**config.mk**
```make
export PLATFORM = sky130hd
export DESIGN_NAME = alu_load_ctrl
export DESIGN_NICKNAME = d
export VERILOG_FILES = /design/src/rtl/alu_load_ctrl_pkg.sv /design/src/rtl/alu_load_ctrl_btn_debounce.sv /design/src/rtl/alu_load_ctrl.sv
export SDC_FILE = /design/constraint.sdc
export NUM_CORES = 1
export LEC_CHECK = 0
export BUFFER_PORTS_ARGS = -buffer_cell sky130_fd_sc_hd__clkbuf_2
export CAP_MARGIN = 20
export CELL_PAD_IN_SITES_DETAIL_PLACEMENT = 0
export CELL_PAD_IN_SITES_GLOBAL_PLACEMENT = 1
export CORE_UTILIZATION = 36
export CTS_CLUSTER_SIZE = 16
export DETAILED_ROUTE_END_ITERATION = 16
export GPL_TIMING_DRIVEN = 1
export PLACE_DENSITY_LB_ADDON = 0.1
export SLEW_MARGIN = 15
export SYNTH_ARGS = -nofsm -noshare
export SYNTH_HDL_FRONTEND = slang
export SYNTH_SLANG_ARGS = --single-unit
```
**constraint.sdc**
```tcl
create_clock -name clk -period 1.4 [get_ports clk]
set_input_delay 0.14 -clock clk [delete_from_list [all_inputs] [get_ports clk]]
set_output_delay 0.14 -clock clk [all_outputs]
set_load 0.05 [all_outputs]
```
**src/rtl/alu_load_ctrl_pkg.sv**
```systemverilog
// Shared definitions for the ALU front-end sequencer: FSM state encoding and ALU opcodes.
package alu_load_ctrl_pkg;

  // state      | meaning
  // LOAD_A  0  | waiting for load to capture operand A
  // LOAD_B  1  | waiting for load to capture operand B
  // LOAD_OP 2  | waiting for load to capture the opcode
  // EXEC    3  | one-cycle execute strobe, result latched at end of cycle
  // DONE    4  | result held on LEDs, next load starts a new sequence
  typedef enum logic [2:0] {
    ST_LOAD_A  = 3'd0,
    ST_LOAD_B  = 3'd1,
    ST_LOAD_OP = 3'd2,
    ST_EXEC    = 3'd3,
    ST_DONE    = 3'd4
  } state_t;

  localparam logic [5:0] OP_ADD = 6'b100000;
  localparam logic [5:0] OP_SUB = 6'b100010;
  localparam logic [5:0] OP_AND = 6'b100100;
  localparam logic [5:0] OP_OR  = 6'b100101;
  localparam logic [5:0] OP_XOR = 6'b100110;
  localparam logic [5:0] OP_SRA = 6'b000011;
  localparam logic [5:0] OP_SRL = 6'b000010;
  localparam logic [5:0] OP_NOR = 6'b100111;

endpackage

```
**src/rtl/alu_load_ctrl_btn_debounce.sv**
```systemverilog
// Button conditioner: 2-FF synchronizer, stability down-counter, and a
// one-cycle pulse on each rising edge of the accepted level.
module alu_load_ctrl_btn_debounce #(
  parameter int DB_CYCLES = 4
) (
  input  logic clk,
  input  logic i_rst_n,
  input  logic i_btn,
  output logic o_pulse
);

  localparam int CW = (DB_CYCLES > 1) ? $clog2(DB_CYCLES) : 1;
  localparam logic [CW-1:0] CNT_LOAD = CW'(DB_CYCLES - 1);

  logic [1:0]    sync;
  logic          level;
  logic          level_q;
  logic [CW-1:0] cnt;

  // The counter reloads whenever the synced level agrees with the accepted
  // one, so only DB_CYCLES consecutive disagreeing cycles flip the level.
  always_ff @(posedge clk or negedge i_rst_n) begin
    if (!i_rst_n) begin
      sync    <= '0;
      level   <= 1'b0;
      level_q <= 1'b0;
      cnt     <= CNT_LOAD;
    end else begin
      sync    <= {sync[0], i_btn};
      level_q <= level;
      if (sync[1] == level) begin
        cnt <= CNT_LOAD;
      end else if (cnt == '0) begin
        level <= sync[1];
        cnt   <= CNT_LOAD;
      end else begin
        cnt <= cnt - CW'(1);
      end
    end
  end

  assign o_pulse = level & ~level_q;

endmodule

```
**src/rtl/alu_load_ctrl.sv**
```systemverilog
// Sequencer that loads operand A, operand B and opcode from switches on
// debounced button presses, strobes the ALU once and latches its result.
module alu_load_ctrl
  import alu_load_ctrl_pkg::*;
#(
  parameter int NB_DATA   = 4,
  parameter int NB_OP     = 6,
  parameter int NB_SW     = 8,
  parameter int DB_CYCLES = 4
) (
  input  logic               clk,
  input  logic               i_rst_n,
  input  logic [NB_SW-1:0]   i_sw,
  input  logic               i_btn_load,
  input  logic               i_btn_clr,
  input  logic [NB_DATA-1:0] i_alu_result,
  output logic [NB_DATA-1:0] o_datoA,
  output logic [NB_DATA-1:0] o_datoB,
  output logic [NB_OP-1:0]   o_operation,
  output logic               o_valid,
  output logic [NB_DATA-1:0] o_leds,
  output logic [2:0]         o_state
);

  logic load;
  logic clr;

  alu_load_ctrl_btn_debounce #(.DB_CYCLES(DB_CYCLES)) u_db_load (
    .clk     (clk),
    .i_rst_n (i_rst_n),
    .i_btn   (i_btn_load),
    .o_pulse (load)
  );

  alu_load_ctrl_btn_debounce #(.DB_CYCLES(DB_CYCLES)) u_db_clr (
    .clk     (clk),
    .i_rst_n (i_rst_n),
    .i_btn   (i_btn_clr),
    .o_pulse (clr)
  );

  state_t             state, state_d;
  logic [NB_DATA-1:0] a, a_d, b, b_d, leds, leds_d;
  logic [NB_OP-1:0]   op, op_d;
  logic               clr_pend, clr_pend_d;

  always_ff @(posedge clk or negedge i_rst_n) begin
    if (!i_rst_n) begin
      state    <= ST_LOAD_A;
      a        <= '0;
      b        <= '0;
      op       <= '0;
      leds     <= '0;
      clr_pend <= 1'b0;
    end else begin
      state    <= state_d;
      a        <= a_d;
      b        <= b_d;
      op       <= op_d;
      leds     <= leds_d;
      clr_pend <= clr_pend_d;
    end
  end

  always_comb begin
    state_d    = state;
    a_d        = a;
    b_d        = b;
    op_d       = op;
    leds_d     = leds;
    clr_pend_d = 1'b0;
    case (state)
      ST_LOAD_A: if (load) begin
        a_d     = i_sw[NB_DATA-1:0];
        state_d = ST_LOAD_B;
      end
      ST_LOAD_B: if (load) begin
        b_d     = i_sw[NB_DATA-1:0];
        state_d = ST_LOAD_OP;
      end
      ST_LOAD_OP: if (load) begin
        op_d    = i_sw[NB_OP-1:0];
        state_d = ST_EXEC;
      end
      ST_EXEC: begin
        leds_d     = i_alu_result;
        state_d    = ST_DONE;
        clr_pend_d = clr;
      end
      ST_DONE: if (load) begin
        a_d     = i_sw[NB_DATA-1:0];
        state_d = ST_LOAD_B;
      end
      default: state_d = ST_LOAD_A;
    endcase
    // A clear seen during EXEC is held over and applied in DONE; clear beats load.
    if ((clr && state != ST_EXEC) || clr_pend) begin
      a_d     = '0;
      b_d     = '0;
      op_d    = '0;
      leds_d  = '0;
      state_d = ST_LOAD_A;
    end
  end

  logic unused_sw;
  assign unused_sw = ^i_sw;

  assign o_datoA     = a;
  assign o_datoB     = b;
  assign o_operation = op;
  assign o_leds      = leds;
  assign o_valid     = (state == ST_EXEC);
  assign o_state     = state;

endmodule

```
==> flow_summary.json, run 1 <==
{
  "power_mw": 4.39,
  "start_kind": "register",
  "slew_headroom_pct": 71.5,
  "numPortBuffers": 35,
  "ys_top_cells_by_area": "dfrtp_1 (52%), dfstp_2 (7.2%), a21oi_1 (6.5%)",
  "cap_viol_max_count": 0,
  "required_ps": 1260,
  "cts_tree": "yes",
  "drive_gt1_share_pct": 39.7,
  "postLayoutCellArea_um2": 1910,
  "cts_buffers": 5,
  "dpl.cell_count": 218,
  "finalMaxSlewViolations": 0,
  "cp-end-kind": "primary output",
  "syn_inst": 129,
  "yosysWarnings": 0,
  "grt_pass1_wl_um": 5290,
  "drtIter0Drc": 31,
  "synth_edf_count": 0,
  "min_path_type": "input port to register",
  "crit_start": "o_state[2]",
  "synth_most_common_cell": "dfrtp_1",
  "async_flop_share_pct": 100,
  "grt_pass1_vias": 1171,
  "dpl_cell_area_um2": 1740,
  "synth_top_area_share_pct": 51.6,
  "die_y_um": 65.6,
  "die-width_um": 65.6,
  "hold_path_startpoint": "i_alu_result[3]",
  "hold_violations": 0,
  "htree_num_levels": 2,
  "reg2reg_from": "u_db_load.level_q",
  "final_util_pct": 50.6,
  "syn_nets": 147,
  "n_fill_cell": 364,
  "io_pins": 38,
  "cts-root-buf": "clkbuf_8",
  "synthTopCellsByCount": "dfrtp_1 (30), a21oi_1 (19), nand3_1 (14)",
  "period_minus_slack_ps": 1360,
  "syn_avg_cell_area_um2": 11.3,
  "min_delay_path_depth": 3,
  "fin_cells": 232,
  "clock.fmax_mhz": 737,
  "clockBufferDepth": 2,
  "rr_worst_depth": 4,
  "num_rows": 22,
  "dr.pass1.iters": 4,
  "diodes": 0,
  "synth_seq_area_share_pct": 58.8,
  "regArea_um2": 860,
  "cp_max_fo": 7,
  "ys_types": 31,
  "tightest_slew_ps": 427,
  "vdd_ir_drop_max_uv": 995,
  "path_clk_slew_ps": 70,
  "grt_use_total_pct": 16.7,
  "grt.overflow.total": 0,
  "final_antenna_net_count": 0,
  "grt_antenna_before_repair": 0,
  "period_share_pct": 97.0,
  "yosys.area.top_type": "dfrtp_1",
  "syn_to_final_growth_pct": 31.2,
  "gp_congestion": 0.789,
  "netlist_area_um2": 1460,
  "drc_errors": 0,
  "finalClockSkew_ps": 5.57,
  "p_leak_nw": 0.940,
  "critical_path_class": "register to primary output",
  "worst_skew_pair.late_latency_ps": 290,
  "routedWlPerCell_um": 13.9,
  "ys_ff_latch": 34,
  "grt_max_degree": 35,
  "critPathArrivalTime_ps": 1220,
  "final_nets": 201,
  "power_density_nw_per_um2": 2300,
  "die_area_um2": 4300,
  "vias": 1159,
  "setup_violations": 0,
  "start_util_pct": 38.6,
  "status": "finished clean",
  "vias_per_cell": 5.00,
  "dp_hpwl_um": 2240,
  "core_um2": 3770,
  "cts_sinks": 34,
  "multi_input_area_um2": 559,
  "drt-total-wl_um": 3220,
  "holdWs_ps": 67.5,
  "yosys_most_used_dff": "dfrtp_1"
}
==> power by group <==
group          internal [mW]  switching, mW
Sequential              1.32          0.219
Clock                  0.395          0.355
Combinational          0.698           1.40
Total                   2.42           1.97
==> repair_timing <==
| action | in CTS | in global routing |
|---|---|---|
| endpoints found under the setup margin | 1 | 15 |
| resized for setup | 2 | 6 |
| pin swaps | 0 | 0 |
| hold buffers | 3 | 0 |
| hold endpoints to repair | 32 | 0 |
| setup buffers | 1 | 2 |
==> registers in the layout, summed over array words and instances (netlist names) <==
signal	flops
o_operation	6
u_db_load.level_q	1
u_db_clr.level	1
u_db_clr.sync	2
clr_pend	1
u_db_load.level	1
u_db_clr.level_q	1
o_datoB	4
o_state	3
u_db_clr.cnt	2
u_db_load.sync	2
o_datoA	4
o_leds	4
u_db_load.cnt	2
==> cell families (layout without fill, tap and decap cells) <==
group / Yosys count / count (layout) / share of synthesized area [%]
simple gates: 44 / 44 / 18.7
buf+inv: 9 / 64 / 3.95
flops: 34 / 34 / 58.8
xor+xnor: 2 / 2 / 1.20
fa+ha+maj: 2 / 2 / 1.72
compound gates: 35 / 35 / 13.3
mux: 3 / 3 / 2.24
==> cell type report <==
type,count,area share (%)
repair buffers,51,16.3
flip-flops and latches,34,45.0
clock inverters,2,0.655
well taps,48,3.15
multi-input cells,86,29.3
inverters,5,1.25
clock buffers,6,4.33
==> per-layer routing <==
metal | up-vias | track usage, % | share of wire (%)
met3 | 6 | 4.69 | 4.0
met1 | 568 | 21.1 | 45
met5 | - | 0 | 0
met2 | 27 | 27.2 | 49
met4 | 0 | 5.71 | 1.3
li1 | 558 | - | -
==> final timing paths <==
check	slack, ps	to
worst max-delay path	40	o_valid
worst min register to register	350	u_db_load.sync[1]
min in group asynchronous	410	u_db_load.sync[0]
worst max register to register	60	o_datoB[1]
max in group asynchronous	650	u_db_clr.cnt[0]
worst min-delay path	70	o_leds[3]
==> worst max-delay path, stage by stage (launching register included) <==
cell,delay (ps)
dfrtp_2,450
nand3b_4,200
inv_6,100
clkbuf_8,180
==> cells in the final DEF (no fill, tap or decap), types with 2 or more instances in the layout <==
cell,Yosys,layout
clkbuf_2,0,34
dfrtp_1,30,27
a21oi_1,19,19
nand3_1,14,14
buf_4,0,13
nand2_1,12,12
o21ai_1,9,12
clkbuf_8,0,7
inv_1,4,4
dfstp_2,4,4
dlygate4sd3_1,0,3
dfrtp_2,0,3
xor2_1,2,2
nand3b_1,2,2
nand2b_1,2,2
nor2b_1,2,2
mux2_2,2,2
ha_1,2,2
==> per-stage QoR <==
stage	setup slack [ps]	setup TNS, ps
floorplan	-73.7	-683
CTS	4.53	0
global route	-13.7	-13.7
global placement	56.8	0
detailed placement	24.1	0
finish	42.6	0
(Power assumes the default switching activity.)
==> run 2, diff against run 1 <==
==> constraint.sdc (replaced) <==
create_clock -name clk -period 1.4 [get_ports clk]
set_input_delay 0.28 -clock clk [delete_from_list [all_inputs] [get_ports clk]]
set_output_delay 0.28 -clock clk [all_outputs]
set_load 0.05 [all_outputs]
==> run 2 against run 1 <==
The flow now finishes with violations (negative setup slack). Core utilization rose by 1.5 points. Count of clock-buffer cells in the layout rose by 1. Power grew 2.9%. Critical path depth grew 1. Register-to-register slack got worse by 20 ps. Critical path type unchanged. Critical endpoint unchanged. Final cell count increased by 0.43%.
==> flow_summary.json, run 2 (synthesis gave the netlist of run 1 again) <==
{
  "status": "complete, but fails checks",
  "failed_checks": "negative setup slack",
  "rr_worst_depth": 4,
  "hold_violations": 0,
  "worst_skew_pair.late_latency_ps": 280,
  "routed.top_layer": "met4",
  "power_mw": 4.51,
  "die-width_um": 65.6,
  "diodes": 0,
  "start_kind": "register",
  "cts-root-buf": "clkbuf_8",
  "dpl.cell_count": 219,
  "postLayoutCellArea_um2": 1970,
  "dr.pass1.iters": 4,
  "p_leak_nw": 0.964,
  "reg2reg_from": "o_state[2]",
  "fin_ws_ps": -12.3,
  "start_util_pct": 38.6,
  "min_path_type": "input port to asynchronous set/reset pin",
  "drc_errors": 0,
  "final_nets": 202,
  "die_area_um2": 4300,
  "path_clk_slew_ps": 70,
  "wl_met3_um": 144,
  "grt_pass1_wl_um": 5250,
  "r2r_slack_ps": 40,
  "htree_num_levels": 2,
  "tightest_slew_ps": 432,
  "syn_to_final_growth_pct": 35.2,
  "largest_reg_flops": 6,
  "crit_start": "o_state[0]",
  "die_y_um": 65.6,
  "wirelength_met1_um": 1470,
  "vias": 1178,
  "required_ps": 1120,
  "power_density_nw_per_um2": 2290,
  "grt_max_degree": 35,
  "dp_hpwl_um": 2250,
  "holdWs_ps": 17.3,
  "drtIter0Drc": 51,
  "cts_buffers": 5,
  "numPortBuffers": 35,
  "gp_congestion": 0.778,
  "core_um2": 3770,
  "drt-total-wl_um": 3320,
  "io_pins": 38,
  "routedWlPerCell_um": 14.2,
  "clockBufferDepth": 2,
  "setup_violations": 1,
  "final_antenna_net_count": 0,
  "r2r_end": "o_state[0]",
  "num_rows": 22,
  "cp-endpoint": "o_valid",
  "grt_pass1_vias": 1128,
  "finalMaxSlewViolations": 0,
  "grt_use_total_pct": 16.6,
  "cts_tree": "yes",
  "critPathArrivalTime_ps": 1130,
  "period_share_pct": 101,
  "route.met2.wl_um": 1640,
  "period_minus_slack_ps": 1410,
  "final_common_cell": "clkbuf_2",
  "vias_per_cell": 5.06,
  "clock.fmax_mhz": 708,
  "cp_max_fo": 4,
  "final_cell_mix": "clkbuf_2 (34), dfrtp_1 (27), a21oi_1 (19)",
  "finalClockSkew_ps": 3.64,
  "vdd_ir_drop_max_uv": 1260,
  "critical_path_class": "register to primary output",
  "grt_antenna_before_repair": 0,
  "cts_sinks": 34,
  "grt_setup_unrepaired": "yes",
  "dpl_cell_area_um2": 1760,
  "hold_buffers": 0,
  "slew_headroom_pct": 71.2,
  "cp-end-kind": "primary output",
  "fin_cells": 233,
  "cap_viol_max_count": 0,
  "drive_gt1_share_pct": 44.9,
  "grt.overflow.total": 0
}
run 2: cell type report:
| cell class | instances | area, µm² |
|---|---|---|
| well taps | 48 | 60.1 |
| flip-flops and latches | 34 | 860 |
| clock buffers | 7 | 86.3 |
| repair buffers | 52 | 352 |
| fillers | 360 | 1800 |
| clock inverters | 1 | 5.00 |
| multi-input cells | 86 | 581 |
| inverters | 5 | 23.8 |
run 2: how the worst min path moves through the flow:
stage                     startpoint                 to  slack [ps]  cells past startpoint
after floorplan              i_rst_n           clr_pend         -20                      0
after global placement       i_rst_n  u_db_load.sync[1]         330                      2
after detailed placement     i_rst_n  u_db_load.sync[1]         340                      2
after CTS                    i_rst_n     o_operation[4]          20                      2
after global routing         i_rst_n     o_operation[4]          40                      2
final                        i_rst_n     o_operation[4]          20                      2
run 2: where the power goes:
group	internal [mW]	switching [mW]
Combinational	0.786	1.45
Clock	0.396	0.342
Sequential	1.32	0.219
Total	2.51	2.01
run 2: metal layers:
| layer | vias to the layer above | global-route usage, % |
|---|---|---|
| li1 | 560 | - |
| met3 | 7 | 4.69 |
| met4 | 0 | 7.34 |
| met1 | 582 | 21.2 |
| met2 | 29 | 26.2 |
| met5 | - | 0 |
run 2: per-stage QoR:
stage,worst slack [ps],TNS [ps],util [%]
global placement,43.6,0,46.5
detailed placement,-26.4,-76.8,46.5
CTS,-32.0,-206,50.7
global route,-43.2,-85.3,52.2
finish,-12.3,-12.3,52.2
floorplan,-73.7,-683,-
run 2: repair_timing:
action,4_1_cts,5_1_grt
endpoints found under the setup margin,11,16
pin swaps,0,1
resized for setup,4,14
buffers inserted,4,2
run 2: worst max-delay path: stages, from the launching register on:
cell	delay [ps]
dfrtp_2	420
buf_6	130
nand3b_4	90
inv_6	50
clkbuf_16	160
==> run 3, diff against run 2 <==
Settings changed: SYNTH_HIERARCHICAL set to 1.
==> run 3 against run 2 <==
The run still ends with negative setup slack left. Fmax shrank 0.82%. Critical path type unchanged. First-iteration DRC count grew 16%. Critical path depth shrank 1. Global-route usage shrank 0.32 points. Area after synthesis grew 2.1%. Clock skew grew 4.0 ps. Flip-flop and latch count is the same. Non-clock buffer count grew 5.
==> flow_summary.json, run 3 <==
{
  "failed_checks": "negative setup slack",
  "path_clk_slew_ps": 70,
  "yosys_most_used_dff": "dfrtp_1",
  "period_share_pct": 102,
  "grt.overflow.total": 0,
  "p_leak_nw": 1.01,
  "die-width_um": 66.3,
  "critical_path_class": "register to primary output",
  "ys_types": 30,
  "synthTopCellsByCount": "dfrtp_1 (30), mux2i_1 (11), nand3b_1 (10)",
  "grt_setup_unrepaired": "yes",
  "finalClockSkew_ps": 7.60,
  "cts_buffers": 5,
  "fin_cells": 227,
  "cap_viol_max_count": 0,
  "crit_chain": "nand3b_4 > clkinvlp_4 > clkbuf_16",
  "grt_use_total_pct": 16.3,
  "io_pins": 38,
  "final_common_cell": "clkbuf_2",
  "numPortBuffers": 35,
  "dp_hpwl_um": 2070,
  "max_stage_delay_ps": 460,
  "synth_most_common_cell": "dfrtp_1",
  "final_nets": 196,
  "clock.fmax_mhz": 702,
  "cp-end-kind": "primary output",
  "cts-root-buf": "clkbuf_8",
  "hold_buffers": 0,
  "grt_pass1_vias": 1160,
  "htree_num_levels": 2,
  "drive_gt1_share_pct": 45.3,
  "clockBufferDepth": 2,
  "async_flop_share_pct": 100,
  "grt_max_degree": 35,
  "power_density_nw_per_um2": 2290,
  "netlist_area_um2": 1490,
  "syn_avg_cell_area_um2": 12.3,
  "start_util_pct": 39.1,
  "die_y_um": 66.3,
  "routedWlPerCell_um": 13.7,
  "tightest_slew_ps": 429,
  "core_um2": 3800,
  "synth_edf_count": 0,
  "yosys.area.top_type": "dfrtp_1",
  "min_path_type": "input port to asynchronous set/reset pin",
  "grt_pass1_wl_um": 5160,
  "start_kind": "register",
  "cts_sinks": 34,
  "dpl.cell_count": 210,
  "die_area_um2": 4390,
  "combPwrFrac_pct": 50.2,
  "power_frac_seq_pct": 33.6,
  "critPathArrivalTime_ps": 1140,
  "setup_violations": 1,
  "grt_antenna_before_repair": 0,
  "ys_top_cells_by_area": "dfrtp_1 (51%), mux2i_1 (7.4%), dfstp_2 (7.1%)",
  "worst_skew_pair.late_latency_ps": 280,
  "fin_ws_ps": -23.9,
  "net-switching-power_mw": 1.97,
  "required_ps": 1120,
  "synth_top_area_share_pct": 50.5,
  "gp_congestion": 0.805,
  "largest_reg_flops": 6,
  "diodes": 0,
  "p_int_mw": 2.60,
  "switching_share_pct": 43.1,
  "cts_tree": "yes",
  "hold_violations": 0,
  "status": "complete, but fails checks",
  "pwr-share-clk_pct": 16.2,
  "syn_to_final_growth_pct": 34.3,
  "syn_nets": 139,
  "crit_slowest_cell": "dfrtp_2",
  "vdd_ir_drop_max_uv": 944,
  "drt-total-wl_um": 3120,
  "yosysWarnings": 6,
  "finalMaxSlewViolations": 0,
  "dr.pass1.iters": 4,
  "setup_tns_ps": -23.9,
  "vias": 1100,
  "drc_errors": 0,
  "num_rows": 22,
  "final_antenna_net_count": 0,
  "cp_max_fo": 5,
  "critical_path.top_delay_family": "flip-flops",
  "vias_per_cell": 4.85,
  "ys_ff_latch": 34,
  "critPathBufInv": 2,
  "synth_seq_area_share_pct": 57.6,
  "drtIter0Drc": 59,
  "period_minus_slack_ps": 1420,
  "final_cell_mix": "clkbuf_2 (32), dfrtp_1 (27), buf_4 (19)",
  "final_util_pct": 52.6,
  "syn_inst": 121,
  "slew_headroom_pct": 71.2
}
run 3: per-layer routing:
layer | global-route usage, % | share of wire, %
met1 | 19.6 | 45
met2 | 26.9 | 50
met3 | 4.66 | 3.0
met4 | 7.18 | 1.3
met5 | 0 | 0
run 3: cell families (layout without fill, tap and decap cells):
kind of cell | after synthesis | after routing | share of synthesized area [%]
simple gates | 42 | 42 | 18.8
flops | 34 | 34 | 57.6
compound gates | 15 | 15 | 6.65
mux | 13 | 13 | 8.92
buf+inv | 13 | 71 | 5.22
fa+ha+maj | 2 | 2 | 1.68
xor+xnor | 2 | 2 | 1.18
run 3: repair_timing:
| item | CTS | global route |
|---|---|---|
| hold endpoints to repair | 0 | 0 |
| gates cloned | 0 | 0 |
| resized for setup | 7 | 10 |
| setup buffers | 8 | 1 |
| setup endpoints to repair | 15 | 17 |
| pin swaps | 1 | 1 |
run 3: layout make-up:
cell class | instances | area, µm²
clock buffer | 7 | 86.3
clock inverter | 1 | 5.00
fill | 349 | 1800
inverter | 6 | 26.3
multi-input combinational | 74 | 579
sequential | 34 | 860
tap | 48 | 60.1
timing repair buffer | 57 | 380
run 3: worst paths after layout:
path | from | end | slack, ps | depth (start not counted)
max in group asynchronous | i_rst_n | u_db_clr/cnt[0] | 1040 | 2
hold reg to reg | u_db_load/sync[0] | u_db_load/sync[1] | 350 | 0
setup / recovery | o_state[1] | o_valid | -20 | 3
hold / removal | i_rst_n | o_leds[2] | 10 | 2
min in group clk | i_btn_clr | u_db_clr/sync[0] | 100 | 1
setup reg to reg | o_state[1] | o_datoA[0] | 10 | 4
run 3: per-stage QoR:
step	setup WS, ps	total power [mW]	instance area, µm²	hold WS [ps]
CTS	-14.5	4.52	1960	30.7
global route	-72.1	4.87	2000	46.7
detailed placement	-127	3.61	1770	335
floorplan	-51.6	3.07	1490	-15.6
global placement	-150	3.56	1770	332
finish	-23.9	4.57	2000	9.51
run 3: power by group through the flow:
stage,Sequential (mW),Combinational [mW],Clock (mW)
2_1_floorplan,2.20,0.864,0
3_3_place_gp,1.54,2.02,0
3_5_place_dp,1.56,2.05,0
4_1_cts,1.53,2.22,0.768
5_1_grt,1.58,2.49,0.805
6_report,1.53,2.30,0.739
